File: src/rtl/mire_pkg.sv
// Shared types and colour constants for the grid test-pattern ("mire") writer.
package mire_pkg;

  typedef enum logic [1:0] {
    RELEASE = 2'd0,
    WRITE   = 2'd1,
    DONE    = 2'd2
  } state_e;

  localparam logic [23:0] WHITE = 24'hFFFFFF;
  localparam logic [23:0] BLACK = 24'h000000;

endpackage

File: src/rtl/mire_pixel_gen.sv
// Combinational pattern source: maps pixel (x,y) to a 24-bit colour.
// Grid lines every GRID pixels plus a border on the last column and last row.
module mire_pixel_gen
  import mire_pkg::*;
#(
  parameter int HDISP = 800,
  parameter int VDISP = 480,
  parameter int GRID  = 16,
  parameter int XW    = 10,
  parameter int YW    = 9
) (
  input  logic [XW-1:0] x_i,
  input  logic [YW-1:0] y_i,
  output logic [23:0]   rgb_o
);

  logic on_line;

  always_comb begin
    on_line = ((32'(x_i) & 32'(GRID - 1)) == 32'd0) ||
              ((32'(y_i) & 32'(GRID - 1)) == 32'd0) ||
              (x_i == XW'(HDISP - 1)) ||
              (y_i == YW'(VDISP - 1));
    rgb_o = on_line ? WHITE : BLACK;
  end

endmodule

File: src/rtl/wshb_mire.sv
// Wishbone write master painting a grid pattern into the framebuffer, one pixel per transaction.
// Build option: define MIRE_LOOP_EN to repaint the frame continuously instead of stopping in DONE.
module wshb_mire
  import mire_pkg::*;
#(
  parameter int          HDISP     = 800,
  parameter int          VDISP     = 480,
  parameter logic [31:0] BASE_ADDR = 32'h0,
  parameter int          BURST_LEN = 64,
  parameter int          GRID      = 16
) (
  input  logic        clk,
  input  logic        rst,
  output logic        cyc,
  output logic        stb,
  output logic        we,
  output logic [31:0] adr,
  output logic [31:0] dat_ms,
  output logic [3:0]  sel,
  input  logic        ack,
  input  logic [31:0] dat_sm,
  output logic        frame_done
);

  localparam int XW = (HDISP > 1) ? $clog2(HDISP) : 1;
  localparam int YW = (VDISP > 1) ? $clog2(VDISP) : 1;
  localparam int BW = $clog2(BURST_LEN + 1);

  state_e        state_q;
  logic [XW-1:0] x_q, x_d, pg_x;
  logic [YW-1:0] y_q, y_d, pg_y;
  logic [BW-1:0] burst_q, burst_d;
  logic [31:0]   adr_q, dat_q;
  logic          cyc_q, done_q;
  logic          x_last, y_last;
  logic [23:0]   pix;
  logic          unused_dat;

  assign unused_dat = ^dat_sm;

  always_comb begin
    x_last  = (x_q == XW'(HDISP - 1));
    y_last  = (y_q == YW'(VDISP - 1));
    x_d     = x_last ? '0 : x_q + 1'b1;
    y_d     = x_last ? (y_last ? '0 : y_q + 1'b1) : y_q;
    burst_d = burst_q + 1'b1;
    // In WRITE the colour is prepared for the pixel that follows the ack;
    // in RELEASE it is (re)loaded for the pixel about to be presented.
    pg_x    = (state_q == WRITE) ? x_d : x_q;
    pg_y    = (state_q == WRITE) ? y_d : y_q;
  end

  mire_pixel_gen #(
    .HDISP (HDISP),
    .VDISP (VDISP),
    .GRID  (GRID),
    .XW    (XW),
    .YW    (YW)
  ) u_pixel_gen (
    .x_i   (pg_x),
    .y_i   (pg_y),
    .rgb_o (pix)
  );

  always_ff @(posedge clk) begin
    if (rst) begin
      state_q <= RELEASE;
      cyc_q   <= 1'b0;
      done_q  <= 1'b0;
      adr_q   <= BASE_ADDR;
      dat_q   <= '0;
      x_q     <= '0;
      y_q     <= '0;
      burst_q <= '0;
    end else begin
      done_q <= 1'b0;
      case (state_q)
        RELEASE: begin
          state_q <= WRITE;
          cyc_q   <= 1'b1;
          dat_q   <= {8'h00, pix};
        end
        WRITE: begin
          if (cyc_q && ack) begin
            dat_q <= {8'h00, pix};
            if (x_last && y_last) begin
              // End of frame also closes any burst: one release, everything restarts.
              done_q  <= 1'b1;
              cyc_q   <= 1'b0;
              x_q     <= '0;
              y_q     <= '0;
              burst_q <= '0;
              adr_q   <= BASE_ADDR;
`ifdef MIRE_LOOP_EN
              state_q <= RELEASE;
`else
              state_q <= DONE;
`endif
            end else begin
              x_q   <= x_d;
              y_q   <= y_d;
              adr_q <= adr_q + 32'd4;
              if (burst_d == BW'(BURST_LEN)) begin
                burst_q <= '0;
                cyc_q   <= 1'b0;
                state_q <= RELEASE;
              end else begin
                burst_q <= burst_d;
              end
            end
          end
        end
        default: begin
          cyc_q <= 1'b0;
        end
      endcase
    end
  end

  assign cyc        = cyc_q;
  assign stb        = cyc_q;
  assign we         = 1'b1;
  assign sel        = 4'hF;
  assign adr        = adr_q;
  assign dat_ms     = dat_q;
  assign frame_done = done_q;

endmodule

File: config.mk
export PLATFORM = sky130hd
export DESIGN_NAME = wshb_mire
export DESIGN_NICKNAME = d
export VERILOG_FILES = /design/src/rtl/mire_pkg.sv /design/src/rtl/mire_pixel_gen.sv /design/src/rtl/wshb_mire.sv
export SDC_FILE = /design/constraint.sdc
export NUM_CORES = 1
export LEC_CHECK = 0
export ABC_AREA = 1
export ABC_CLOCK_PERIOD_IN_PS = 1700
export CORE_ASPECT_RATIO = 0.9
export CORE_UTILIZATION = 50
export DETAILED_ROUTE_END_ITERATION = 12
export DONT_BUFFER_PORTS = 1
export PLACE_DENSITY = 0.68
export RECOVER_POWER = 25
export SKIP_LAST_GASP = 1
export SYNTH_ARGS = -nofsm -noshare
export SYNTH_HDL_FRONTEND = slang
export SYNTH_SLANG_ARGS = --single-unit
File: constraint.sdc
create_clock -name clk -period 1.7 [get_ports clk]
set_input_delay 0.425 -clock clk [delete_from_list [all_inputs] [get_ports clk]]
set_output_delay 0.425 -clock clk [all_outputs]
set_load 0.05 [all_outputs]
Word level (Yosys, flattened, before mapping)
Cells that the tools add are included.
- word-level logic and storage cells: 58
- register bits: 94
- $add $sub $neg: 4
- reductions and logical operators: 14
- bitwise gates (word level): 2
- muxes and demuxes: 22
- equal/unequal tests: 8
- operator list (kind ; number):
    32-bit logical NOT ; 2
    32-bit 2-to-1 mux ; 2
    32-bit one-hot mux with 2 select lines ; 1
    9-bit 2-to-1 mux ; 4
    32-bit by 3-bit adder with 32-bit output (second input constant) ; 1
    10-bit 2-to-1 mux ; 3
    24-bit 2-to-1 mux ; 1
    10-bit equality test (second input constant) ; 2
    9-bit equality test (second input constant) ; 2
    7-bit 2-to-1 mux ; 2
    10-bit by 1-bit adder with 10-bit output (second input constant) ; 1
    9-bit by 1-bit adder with 9-bit output (second input constant) ; 1
    7-bit by 1-bit adder with 7-bit output (second input constant) ; 1
    7-bit equality test (second input constant) ; 1
    2-bit 2-to-1 mux ; 3
    2-bit AND reduction ; 3
    1-bit 2-to-1 mux ; 4
    2-bit one-hot mux with 2 select lines ; 1
    1-bit logical OR ; 3
    3-bit by 1-bit inequality test with 1-bit output (second input constant) ; 1
    3-bit AND reduction ; 1
    3-bit OR reduction ; 1
    2-bit by 1-bit equality test with 1-bit output (second input constant) ; 1
    1-bit logical AND ; 2
    other kinds (5) ; 6

Logic depth before layout (Yosys ltp)
Gate-level depths: netlist of the first run.
- depth after elaboration: 11
- depth in mapped cells: 15
- depth with buffers taken out: 15

Hierarchy
From an unflattened synthesis of the first run, not the netlist that was laid out.
- cells, all modules: 705
- area total of the unflattened synthesis: 4762.1 um2
- by module, submodules not included (module ; times used ; cells each ; seq. area each (um2) ; area each (um2)):
    wshb_mire ; 1 ; 650 ; 1681.6 ; 4461.8
    mire_pixel_gen ; 1 ; 55 ; 0.0 ; 300.3

Least setup slack after synthesis of the first run
No wires, ideal clock.
- kind: register to register
- start: register adr_q[2] (netlist: adr[2])
- end: register adr_q[24] (netlist: adr[24])
- data arrival time: 2.083 ns
- required time: 1.585 ns
- stages on the path, launching flop included: 14
- setup slack: -0.498 ns
- buffers on the path: 0
- period minus slack after synthesis: 2.198 ns
- cell sequence: dfxtp_1 > ha_1 > nand2_1 > inv_1 > nand2_4 > nor2_4 > nand2_2 > nor2_4 > nand3_4 > nor2_4 > nand2_2 > o21ai_2 > nand2_1 > and2_1
- longest elaborated chain between the ends: 2
- ends and longest elaborated chain (element ; line ; source):
    start, declared ; wshb_mire.sv:33 ; logic [31:0] adr_q, dat_q;
    start signal, assigned ; wshb_mire.sv:102 ; adr_q <= adr_q + 32'd4;
    32-bit by 3-bit adder with 32-bit output ; wshb_mire.sv:102 ;
    32-bit 2-to-1 mux ; wshb_mire.sv:86 ; if (x_last && y_last) begin
No other way between the ends.
A chain may end at the register's enable or synchronous reset.

Final worst setup path of the first run
- start: register adr_q[8] (netlist: adr[8])
- end: register adr_q[30] (netlist: adr[30])
Same word-level chain as after synthesis.

==> results of run 1 <==
==> per-layer routing <==
metal	up-vias	share of wire (%)	global-route usage, %
li1	2122	-	-
met1	1974	46	37.0
met2	167	46	41.2
met3	15	6.8	7.63
met4	0	1.1	7.33
met5	-	0	0
==> area by class of cell <==
type / instances / area [um^2]
Multi-Input combinational cell: 443 / 2440
Fill cell: 654 / 2380
Sequential cell: 61 / 1300
Timing Repair Buffer: 119 / 907
Inverter: 75 / 288
Clock buffer: 9 / 124
Tap cell: 96 / 120
Clock inverter: 7 / 51.3
==> logic make-up (layout without fill, tap and decap cells) <==
| logic type | after synthesis | after routing | share of synthesized area [%] |
|---|---|---|---|
| other | 2 | 15 | 0.190 |
| buffers and inverters | 127 | 210 | 15.9 |
| AO/OA/AOI/OAI | 86 | 86 | 11.8 |
| XOR/XNOR | 14 | 14 | 3.09 |
| adder cells (fa/ha/maj) | 4 | 4 | 1.26 |
| AND/OR/NAND/NOR | 324 | 324 | 36.9 |
| flip-flops | 61 | 61 | 30.8 |
==> sequential cells by signal, summed over array words and instances (netlist names) <==
| name | count |
|---|---|
| adr | 30 |
| burst_q | 7 |
| cyc | 1 |
| dat_ms | 1 |
| frame_done | 1 |
| state_q | 2 |
| x_q | 10 |
| y_q | 9 |
==> report_power, final <==
| group | switching [uW] | leakage (uW) | internal (uW) |
|---|---|---|---|
| clock network | 643 | 0.0000818 | 530 |
| logic | 445 | 0.00168 | 131 |
| registers | 22.9 | 0.000514 | 1430 |
==> metrics by stage <==
step | instances | setup slack, ns | setup TNS [ns] | hold WS, ns | total power [uW]
finish | 810 | -0.135 | -0.378 | 0.131 | 3200
global route | 810 | -0.244 | -1.74 | 0.112 | 3320
CTS | 803 | -0.0915 | -0.121 | 0.121 | 3210
detailed placement | 784 | -0.166 | -2.25 | 0.464 | 2040
global placement | 784 | -0.146 | -1.16 | 0.460 | 2030
floorplan | 631 | -0.109 | -0.109 | 0.456 | 2020
==> layout by cell type, fill, tap and decap left out, types with 13 or more instances in the layout <==
cell type | Yosys | final
nand2_1 | 161 | 150
buf_4 | 39 | 90
inv_1 | 72 | 64
nor2_1 | 69 | 58
a21oi_1 | 44 | 40
nand3_1 | 39 | 33
dfxtp_1 | 61 | 28
o21ai_0 | 29 | 24
clkbuf_2 | 0 | 21
dfxtp_2 | 0 | 17
dfxtp_4 | 0 | 16
conb_1 | 2 | 15
nand4_1 | 13 | 13
==> final timing paths <==
kind,depth (start not counted),slack (ns),end
max reg2reg,9,-0.13,adr[30]$_SDFFE_PP0P_
max,9,-0.13,adr[30]$_SDFFE_PP0P_
min,1,0.13,burst_q[0]$_SDFFE_PP0P_
min reg2reg,2,0.47,burst_q[6]$_SDFFE_PP0P_
==> worst register-to-register path: cells and delay by family (launching register included) <==
kind                   cells  cell delay [ns]
and+or+nand+nor            6             0.80
buffers and inverters      2             0.50
DFF                        1             0.35
AOI/OAI and AO/OA          1             0.13
==> timing repair <==
action                     CTS  global route
setup endpoints to repair   42            49
hold buffers                 0             0
setup buffers                3             8
gates resized for setup     27            61
pin swaps                   12            23
==> summary.txt, run 1 <==
Floorplan
  – Rows: 30
  – Initial Utilization: 52.0%
  – I/O pins: between 100 and 150
  – Die width: roughly 96 um
  – Core area: roughly 7600 um^2
  – DIE AREA: 8290 um^2
  – Die H: a little under 90 um

Route
  – Drt first-iter violations: 336
  – Drt drc: 0
  – DR WL/cell: about 14 um
  – WL final: ~11000 um
  – Detailed Routing Iterations Pass 1: 5
  – Post-route ant nets: 0
  – Via count: 4278
  – Via density: 5.28

Critical path
  – Crit path cell chain: clkbuf_2 -> inv_1 -> nor3_1 -> nand2_1 -> nor2_1 -> nand2_1 -> nand2_1 -> nand4_1 -> a21oi_1
  – Crit start category: register
  – WP buf/inv: 2
  – CP Data Arrival Time: about 2.1 ns
  – Max stage delay cell, worst path: dfxtp_4
  – Critical path class: reg2reg
  – CP Capture Type: register
  – Crit-path max cell delay: about 0.35 ns
  – FF-to-FF Start: adr[8]$_SDFFE_PP0P_
  – Cell family with most CP delay: simple AND/OR/NAND/NOR gates
  – CP Max Fanout: 4
  – Worst Path Required: just under 2 ns
  – Beginning of the critical path: adr[8]$_SDFFE_PP0P_
  – Most used cell, CP: nand2_1

Global route
  – GRT overflow: 0
  – Largest net degree at the start of global routing: 33
  – First-pass GRT wire length: between 15000 and 20000 um
  – Initial antenna violation count: 0
  – Vias in the first global route: a little under 4000
  – Total global-route track usage: 26.9%

Job
  – # Max-Cap Violations: 0

Yosys
  – Most used DFF post-synth: dfxtp_1
  – #FFs+latches synth: ~60
  – Syn Inst Count: roughly 620
  – Post-synth top area cell: dfxtp_1
  – Synth Warn #: 0
  – Mapped cell area: 3960 um^2
  – Seq/Total Area, Yosys: between 30% and 40%
  – Ranking of synthesized cells by area: dfxtp_1 31%, nand2_1 15%, buf_4 7.4%
  – Synth cell count leaders: 161 x nand2_1, 72 x inv_1, 69 x nor2_1, 61 x dfxtp_1, 44 x a21oi_1
  – Synth Area per Inst: ~6.4 um^2
  – Synth top area share: 30.8%
  – Most common cell in the netlist: nand2_1
  – Ys async rst share: 0%
  – Post-synth EDFFs: 0
  – Synth unique cells: 38

Placement
  – Final RePlAce weighted congestion: 0.873
  – Post-DP HPWL: 7740 um
  – Placement Cell Area: 4730 um^2
  – Port Buffers: 0

Clocking
  – CTS tree: built
  – Total CTS buffers: 9
  – H-tree depth: 3
  – Clock Path Buffers: 2
  – Clock slew at reported path FFs: approximately 0.070 ns
  – Root buf cell: clkbuf_8
  – Worst-Skew Late Latency: 0.35 ns
  – CTS Sinks: between 60 and 70

Run status
  – Failing checks: setup timing
  – Outcome: complete, but fails checks

Timing
  – Setup violators final: 7
  – Relative slew slack: 56.9%
  – Unrepaired setup endpoints after global routing: true
  – Final min period: 1.83 ns
  – Worst setup margin: -0.135 ns
  – Final hold viol count: 0
  – Fmax: ~540 MHz
  – Skew final: around 0.0055 ns
  – Count of final max-slew check failures: 0
  – Worst-margin pin slew: 0.645 ns
  – Crit share post-route: 108%

Final layout
  – Post-route cell area: 5240 um^2
  – Final nets: between 700 and 800
  – Layout cells sized above 1: 34.5%
  – Layout Utilization: 68.7%
  – Area growth, synth to finish: 32.1%
  – # diodes: 0

Min path
  – Hold_sp: rst
  – Hold Path Class: in2reg

Power and ir drop
  – Power Density: around 610 nW/um^2
  – Leakage power: 0.00227 uW
  – Worst IR Drop VDD: around 560 uV
(Power assumes the default switching activity.)
==> run 2: changes to the inputs <==
--- a/config.mk
+++ b/config.mk
@@ -9,6 +9,7 @@
 export ABC_CLOCK_PERIOD_IN_PS = 1700
 export CORE_ASPECT_RATIO = 0.9
 export CORE_UTILIZATION = 50
+export CTS_CLUSTER_SIZE = 16
 export DETAILED_ROUTE_END_ITERATION = 12
 export DONT_BUFFER_PORTS = 1
 export PLACE_DENSITY = 0.68
==> results of run 2 <==
Same layout as run 1: the final DEF is identical, and so are final timing and power.
